<file path="config.mk">
export PLATFORM = sky130hd
export DESIGN_NAME = uart_tx_feeder_flat
export DESIGN_NICKNAME = d
export VERILOG_FILES = /design/src/rtl/uart_tx_feeder_pkg.sv /design/src/rtl/uart_tx_feeder_if.sv /design/src/rtl/uart_tx_fifo.sv /design/src/rtl/uart_tx_feeder.sv /design/src/flat_wrapper.sv
export SDC_FILE = /design/constraint.sdc
export NUM_CORES = 1
export LEC_CHECK = 0
export CELL_PAD_IN_SITES_DETAIL_PLACEMENT = 2
export CELL_PAD_IN_SITES_GLOBAL_PLACEMENT = 2
export CORE_UTILIZATION = 42
export CTS_CLUSTER_DIAMETER = 80
export DETAILED_ROUTE_END_ITERATION = 10
export PLACE_DENSITY = 0.79
export RECOVER_POWER = 25
export SYNTH_ARGS = -nofsm -noshare
export SYNTH_HDL_FRONTEND = slang
export SYNTH_SLANG_ARGS = --single-unit
</file>
<file path="constraint.sdc">
create_clock -name clk -period 3.1 [get_ports clk]
set_input_delay 0.62 -clock clk [delete_from_list [all_inputs] [get_ports clk]]
set_output_delay 0.62 -clock clk [all_outputs]
set_load 0.01 [all_outputs]
</file>
<file path="src/rtl/uart_tx_feeder_pkg.sv">
// Shared constants for the UART TX feeder: FSM encoding, default widths and
// the pointer-width helper.
package uart_tx_feeder_pkg;

  localparam logic [1:0] ST_IDLE      = 2'd0;
  localparam logic [1:0] ST_WAIT_RISE = 2'd1;
  localparam logic [1:0] ST_WAIT_FALL = 2'd2;

  localparam int DEFAULT_DATA_WIDTH = 8;

  typedef enum logic [1:0] {
    S_IDLE      = ST_IDLE,
    S_WAIT_RISE = ST_WAIT_RISE,
    S_WAIT_FALL = ST_WAIT_FALL
  } fsm_state_t;

  // Bits needed to address 'value' entries (value >= 2).
  function automatic int clog2(input int value);
    int w;
    int v;
    w = 0;
    v = value - 1;
    while (v > 0) begin
      w = w + 1;
      v = v >> 1;
    end
    return w;
  endfunction

endpackage

</file>
<file path="src/rtl/uart_tx_feeder_if.sv">
// Write-side and transmitter-side signals of the feeder. The master side is
// the system controller plus the transmitter's busy flag; the slave side is
// the feeder itself.
interface uart_tx_feeder_if
  import uart_tx_feeder_pkg::*;
#(
  parameter int DATA_WIDTH = DEFAULT_DATA_WIDTH,
  parameter int DEPTH      = 8
);
  localparam int CW = clog2(DEPTH) + 1;

  logic [DATA_WIDTH-1:0] wr_data;
  logic                  wr_en;
  logic                  full;
  logic                  empty;
  logic [CW-1:0]         count;
  logic                  overflow;
  logic [DATA_WIDTH-1:0] tx_data;
  logic                  tx_data_valid;
  logic                  tx_busy;
  logic                  tx_timeout;

  modport master (
    output wr_data, wr_en, tx_busy,
    input  full, empty, count, overflow, tx_data, tx_data_valid, tx_timeout
  );

  modport slave (
    input  wr_data, wr_en, tx_busy,
    output full, empty, count, overflow, tx_data, tx_data_valid, tx_timeout
  );
endinterface

</file>
<file path="src/rtl/uart_tx_fifo.sv">
// Circular byte FIFO feeding the TX sequencer. Occupancy lives in a
// registered count; FULL/EMPTY derive from it so the pointers can wrap freely.
module uart_tx_fifo
  import uart_tx_feeder_pkg::*;
#(
  parameter int DATA_WIDTH = DEFAULT_DATA_WIDTH,
  parameter int DEPTH      = 8
) (
  input  logic                    clk,
  input  logic                    rst_n,
  input  logic [DATA_WIDTH-1:0]   wr_data,
  input  logic                    wr_en,
  input  logic                    pop,
  output logic [DATA_WIDTH-1:0]   rd_data,
  output logic                    full,
  output logic                    empty,
  output logic [clog2(DEPTH):0]   count,
  output logic                    overflow
);
  localparam int PW = clog2(DEPTH);
  localparam int CW = PW + 1;

  logic [DATA_WIDTH-1:0] mem [DEPTH];
  logic [PW-1:0]         wr_ptr;
  logic [PW-1:0]         rd_ptr;
  logic                  wr_acc;
  logic                  rd_acc;

  assign full    = (count == CW'(DEPTH));
  assign empty   = (count == '0);
  // A full FIFO rejects writes even when a pop frees a slot on the same edge.
  assign wr_acc  = wr_en & ~full;
  assign rd_acc  = pop & ~empty;
  assign rd_data = mem[rd_ptr];

  // Storage is not reset; stale entries are unreachable once count is cleared.
  always_ff @(posedge clk) begin
    if (wr_acc) mem[wr_ptr] <= wr_data;
  end

  // Pointers, occupancy and the overflow pulse.
  always_ff @(posedge clk or negedge rst_n) begin
    if (!rst_n) begin
      wr_ptr   <= '0;
      rd_ptr   <= '0;
      count    <= '0;
      overflow <= 1'b0;
    end else begin
      overflow <= wr_en & full;
      if (wr_acc) wr_ptr <= wr_ptr + PW'(1);
      if (rd_acc) rd_ptr <= rd_ptr + PW'(1);
      unique case ({wr_acc, rd_acc})
        2'b10:   count <= count + CW'(1);
        2'b01:   count <= count - CW'(1);
        default: count <= count;
      endcase
    end
  end

endmodule

</file>
<file path="src/rtl/uart_tx_feeder.sv">
// Pops bytes from the FIFO and hands them to the UART transmitter with a
// one-cycle valid pulse, then waits for TX_BUSY to rise and fall. If busy
// never rises within TIMEOUT cycles the byte is abandoned.
module uart_tx_feeder
  import uart_tx_feeder_pkg::*;
#(
  parameter int DATA_WIDTH = DEFAULT_DATA_WIDTH,
  parameter int DEPTH      = 8,
  parameter int TIMEOUT    = 16
) (
  input  logic             clk,
  input  logic             rst_n,
  uart_tx_feeder_if.slave  bus
);
  // Counter saturates at TIMEOUT-1; the edge that would reach TIMEOUT fires.
  localparam logic [7:0] TO_LAST = 8'(TIMEOUT - 1);

  fsm_state_t            state;
  logic [7:0]            tcnt;
  logic [DATA_WIDTH-1:0] head;
  logic                  pop;

  // Issue only from IDLE with data waiting and the transmitter free.
  assign pop = (state == S_IDLE) && !bus.empty && !bus.tx_busy;

  uart_tx_fifo #(
    .DATA_WIDTH (DATA_WIDTH),
    .DEPTH      (DEPTH)
  ) u_fifo (
    .clk      (clk),
    .rst_n    (rst_n),
    .wr_data  (bus.wr_data),
    .wr_en    (bus.wr_en),
    .pop      (pop),
    .rd_data  (head),
    .full     (bus.full),
    .empty    (bus.empty),
    .count    (bus.count),
    .overflow (bus.overflow)
  );

  // Handshake sequencer with registered outputs and the rise timeout.
  always_ff @(posedge clk or negedge rst_n) begin
    if (!rst_n) begin
      state             <= S_IDLE;
      tcnt              <= '0;
      bus.tx_data       <= '0;
      bus.tx_data_valid <= 1'b0;
      bus.tx_timeout    <= 1'b0;
    end else begin
      bus.tx_data_valid <= 1'b0;
      bus.tx_timeout    <= 1'b0;
      unique case (state)
        S_IDLE: begin
          if (pop) begin
            bus.tx_data       <= head;
            bus.tx_data_valid <= 1'b1;
            tcnt              <= '0;
            state             <= S_WAIT_RISE;
          end
        end
        S_WAIT_RISE: begin
          if (bus.tx_busy) begin
            state <= S_WAIT_FALL;
          end else if (tcnt == TO_LAST) begin
            // Byte is dropped, not re-queued.
            bus.tx_timeout <= 1'b1;
            state          <= S_IDLE;
          end else begin
            tcnt <= tcnt + 8'd1;
          end
        end
        S_WAIT_FALL: begin
          if (!bus.tx_busy) state <= S_IDLE;
        end
        default: state <= S_IDLE;
      endcase
    end
  end

endmodule

</file>
<file path="src/flat_wrapper.sv">
// flat-port wrapper written by rule: the top's interface ports become plain ports
module uart_tx_feeder_flat import uart_tx_feeder_pkg::*;
#(
  parameter int DATA_WIDTH = DEFAULT_DATA_WIDTH,
  parameter int DEPTH      = 8,
  parameter int TIMEOUT    = 16
)
  (clk, rst_n, bus_wr_data, bus_wr_en, bus_tx_busy, bus_full, bus_empty, bus_count, bus_overflow, bus_tx_data, bus_tx_data_valid, bus_tx_timeout);
  uart_tx_feeder_if #(.DATA_WIDTH(DATA_WIDTH), .DEPTH(DEPTH)) bus_i ();
  input  logic clk;
  input  logic rst_n;
  input wire logic [$bits(bus_i.wr_data)-1:0] bus_wr_data;
  input wire logic [$bits(bus_i.wr_en)-1:0] bus_wr_en;
  input wire logic [$bits(bus_i.tx_busy)-1:0] bus_tx_busy;
  output wire logic [$bits(bus_i.full)-1:0] bus_full;
  output wire logic [$bits(bus_i.empty)-1:0] bus_empty;
  output wire logic [$bits(bus_i.count)-1:0] bus_count;
  output wire logic [$bits(bus_i.overflow)-1:0] bus_overflow;
  output wire logic [$bits(bus_i.tx_data)-1:0] bus_tx_data;
  output wire logic [$bits(bus_i.tx_data_valid)-1:0] bus_tx_data_valid;
  output wire logic [$bits(bus_i.tx_timeout)-1:0] bus_tx_timeout;
  assign bus_i.wr_data = bus_wr_data;
  assign bus_i.wr_en = bus_wr_en;
  assign bus_i.tx_busy = bus_tx_busy;
  assign bus_full = bus_i.full;
  assign bus_empty = bus_i.empty;
  assign bus_count = bus_i.count;
  assign bus_overflow = bus_i.overflow;
  assign bus_tx_data = bus_i.tx_data;
  assign bus_tx_data_valid = bus_i.tx_data_valid;
  assign bus_tx_timeout = bus_i.tx_timeout;
  uart_tx_feeder #(.DATA_WIDTH(DATA_WIDTH), .DEPTH(DEPTH), .TIMEOUT(TIMEOUT)) u_core (.clk(clk), .rst_n(rst_n), .bus(bus_i));
endmodule
</file>
==> flow_metrics.tcl, run 1 <==
set metrics [dict create \
    pwr-share-clk 0.199 \
    cts_tree "done" \
    dieArea_mm2 0.00976 \
    dp_hpwl_um 6120 \
    synth_nets 268 \
    drt_wl_total_um 8800 \
    rows 34 \
    peakVddDrop_mv 0.284 \
    crit_required_ns 3.35 \
    die_w_um 98.8 \
    fin_setup_tns_ns 0 \
    slew_headroom -0.167 \
    cp.arrival_ns 3.07 \
    seqCellArea_mm2 0.00270 \
    drc 0 \
    cts_root_buf "clkbuf_8" \
    timing.final.crit_share 0.911 \
    syn_area_mm2 0.00394 \
    setup.worst_path.start_class "register" \
    cts_buffers 9 \
    hold_path.class "register to register" \
    yosys_warnings 0 \
    final_util 0.515 \
    outcome "complete, but fails checks" \
    seq_power_share 0.492 \
    path_class "register to register" \
    multiInputGateArea_mm2 0.00114 \
    io_pins 29 \
    core_mm2 0.00889 \
    syn_to_final_growth_pct 16.3 \
    finalSetupViolCount 0 \
    clock_path_buffers 2 \
    maxCapViolCount 1 \
    finalHoldViolCount 0 \
    place_congestion 0.696 \
    synth_flop_cell "edfxtp_1" \
    synthCells 249 \
    insertion_delay_ns 0.36 \
    fin_ws_ns 0.275 \
    syn_area_per_cell_um2 15.8 \
    grt_pass1_wl_um 14100 \
    switchingPower_mw 1.39 \
    fin_crit_ns 2.83 \
    maxSlewViolCount 32 \
    pwr-share-comb 0.309 \
    ys_seq_area_frac 0.685 \
    grt_pass1_vias 2461 \
    overflow 0 \
    finClkSkew_ns 0.00864 \
    grt_max_degree 32 \
    power.internal_mw 2.60 \
    cts.sinks 95 \
    swShare 0.348 \
    worstPathMaxFanout 8 \
    endpoint_kind "register" \
    drive_above_1_share 0.179 \
    grt_usage 0.197 \
    num_vias 2276 \
    violations "capacitance limit, slew limit" \
    diodes 0 \
    synth_edf_count 64 \
    die_h_um 98.8 \
    fillers 805 \
    antenna_left 0 \
    post_drt_wl_per_cell_um 21.8 \
    portBuffers 28 \
    ys_seq_elements 95 \
    start_util 0.443 \
    p_leak_nw 1.68 \
    cts.clk_slew.worst_paths_ns 0.10 \
    pre_cts_slack_ns -0.0596 \
    drt_iter0_drc 44 \
    nets 310 \
    synthArstFlopShare 0.326 \
    max_slew.worst_pin.slew_ns 1.75 \
    synth.distinct_cells 45 \
    power_density_mw_per_mm2 873 \
    antenna_found_initial 0 \
    fmax_ghz 0.354 \
    dr.pass1.iters 4 \
    cts_max_level 3 \
    viasPerCell 5.63 \
]
cells by family after synthesis:
kind of cell | count (synthesis) | synth area share
XOR/XNOR | 8 | 0.0178
buffers and inverters | 21 | 0.0254
multiplexers | 25 | 0.114
AO/OA/AOI/OAI | 28 | 0.0429
AND/OR/NAND/NOR | 65 | 0.0900
flip-flops | 95 | 0.685
adder cells (fa/ha/maj) | 7 | 0.0242
registers in the layout, indices dropped and copies added (netlist names):
name                      count
u_core.bus.tx_data            8
u_core.bus.tx_data_valid      1
u_core.bus.tx_timeout         1
u_core.state                  2
u_core.tcnt                   8
u_core.u_fifo.count           4
u_core.u_fifo.mem            64
u_core.u_fifo.overflow        1
u_core.u_fifo.rd_ptr          3
u_core.u_fifo.wr_ptr          3
layout make-up:
type,count,share of cell area
Inverter,11,0.00902
Sequential cell,95,0.589
Timing Repair Buffer,41,0.0817
Clock buffer,9,0.0271
Tap cell,108,0.0295
Multi-Input combinational cell,133,0.250
Clock inverter,7,0.0134
power by group through the flow:
stage               Combinational, mW  Sequential [mW]  Clock, mW
floorplan                       0.849             1.83          0
global placement                 1.17             1.96          0
detailed placement               1.24             2.00          0
CTS                              1.25             1.97      0.816
global route                     1.35             2.02      0.860
finish                           1.23             1.97      0.794
path summary, 6_finish.rpt:
path / start / end / slack, ns / cells past startpoint
min in group asynchronous: rst_n / u_core.bus.tx_timeout$_DFF_PN0_ / 1.25 / 2
worst max register to register: u_core.u_fifo.count[0]$_DFFE_PN0P_ / u_core.u_fifo.count[3]$_DFFE_PN0P_ / 0.27 / 8
worst min register to register: u_core.bus.tx_data[0]$_DFFE_PN0P_ / u_core.bus.tx_data[0]$_DFFE_PN0P_ / 0.49 / 2
worst min-delay path: u_core.bus.tx_data[0]$_DFFE_PN0P_ / u_core.bus.tx_data[0]$_DFFE_PN0P_ / 0.49 / 2
worst max-delay path: u_core.u_fifo.count[0]$_DFFE_PN0P_ / u_core.u_fifo.count[3]$_DFFE_PN0P_ / 0.27 / 8
max in group asynchronous: rst_n / u_core.state[1]$_DFFE_PN0P_ / 0.84 / 2
layout by cell type (no fill, tap or decap), types with 2 or more instances in the layout:
master           netlist  final
a21oi_1                2      2
a31oi_1                3      3
buf_4                  3     12
clkbuf_8               0      9
clkdlybuf4s50_1        0     24
dfrtp_1               31     31
dlygate4sd3_1          0      4
edfxtp_1              64     64
ha_1                   6      6
inv_1                 10     10
inv_6                  0      3
inv_8                  0      2
mux2i_1                9      9
mux4_2                16     16
nand2_1               24     24
nand2b_1               3      3
nand3_1                4      4
nor2_1                 6      6
nor3_1                 7      7
nor3b_1                4      4
nor4_1                 2      2
o21ai_0               16     16
or3_4                  2      2
xnor2_1                5      5
xor2_1                 3      3
synthesized netlist by cell type, types with 2 or more instances:
cell type	n	area, um2
xnor2_1	5	43.8
o21ai_0	16	80.1
clkbuf_1	3	11.3
dfrtp_1	31	776
edfxtp_1	64	1920
xor2_1	3	26.3
a31oi_1	3	18.8
ha_1	6	75.1
nand2b_1	3	18.8
a21oi_1	2	10.0
nor2_1	6	22.5
nand2_1	24	90.1
nor4_1	2	12.5
or3_4	2	22.5
mux4_2	16	360
buf_2	2	10.0
buf_4	3	22.5
nand3_1	4	20.0
nor3b_1	4	30.0
nor4b_1	2	17.5
nor3_1	7	35.0
inv_1	10	37.5
mux2i_1	9	90.1
through the flow:
| stage | instances | power (mW) | area, um2 | hold slack, ns |
|---|---|---|---|---|
| global route | 404 | 4.23 | 4580 | 0.536 |
| finish | 404 | 4.00 | 4580 | 0.489 |
| floorplan | 249 | 2.68 | 3940 | 0.324 |
| CTS | 404 | 4.04 | 4580 | 0.498 |
| detailed placement | 388 | 3.25 | 4390 | 0.475 |
| global placement | 388 | 3.13 | 4390 | 0.462 |
per-layer routing:
| metal | wire length (um) | vias to the layer above | part of all wire | track usage |
|---|---|---|---|---|
| li1 | - | 1025 | - | - |
| met1 | 4040 | 1211 | 0.46 | 0.264 |
| met2 | 4470 | 34 | 0.51 | 0.332 |
| met3 | 200 | 6 | 0.023 | 0.0404 |
| met4 | 86 | 0 | 0.0098 | 0.0482 |
| met5 | 0 | - | 0 | 0 |
repair_timing:
| item | CTS | global route |
|---|---|---|
| resized for setup | 0 | 1 |
| setup buffers | 0 | 0 |
| endpoints found under the setup margin | 0 | 1 |
| hold buffers | 0 | 0 |
| hold endpoints to repair | 0 | 0 |
worst max-delay path: stages, from the launching register on:
cell and delay (ns):
dfrtp_1 0.48, nor4b_2 0.37, and2b_1 0.29, inv_2 0.16, ha_1 0.35, ha_1 0.29
a21oi_1 0.23, o21ai_0 0.18, o311ai_0 0.35
Note: power is estimated with default switching activity, not from simulation.
==> run 2: changes to the inputs <==
--- a/config.mk
+++ b/config.mk
@@ -12,6 +12,7 @@
 export DETAILED_ROUTE_END_ITERATION = 10
 export PLACE_DENSITY = 0.79
 export RECOVER_POWER = 25
+export SKIP_LAST_GASP = 1
 export SYNTH_ARGS = -nofsm -noshare
 export SYNTH_HDL_FRONTEND = slang
 export SYNTH_SLANG_ARGS = --single-unit
==> results of run 2 <==
The final DEF is identical to that of run 1; final timing and power are the same.
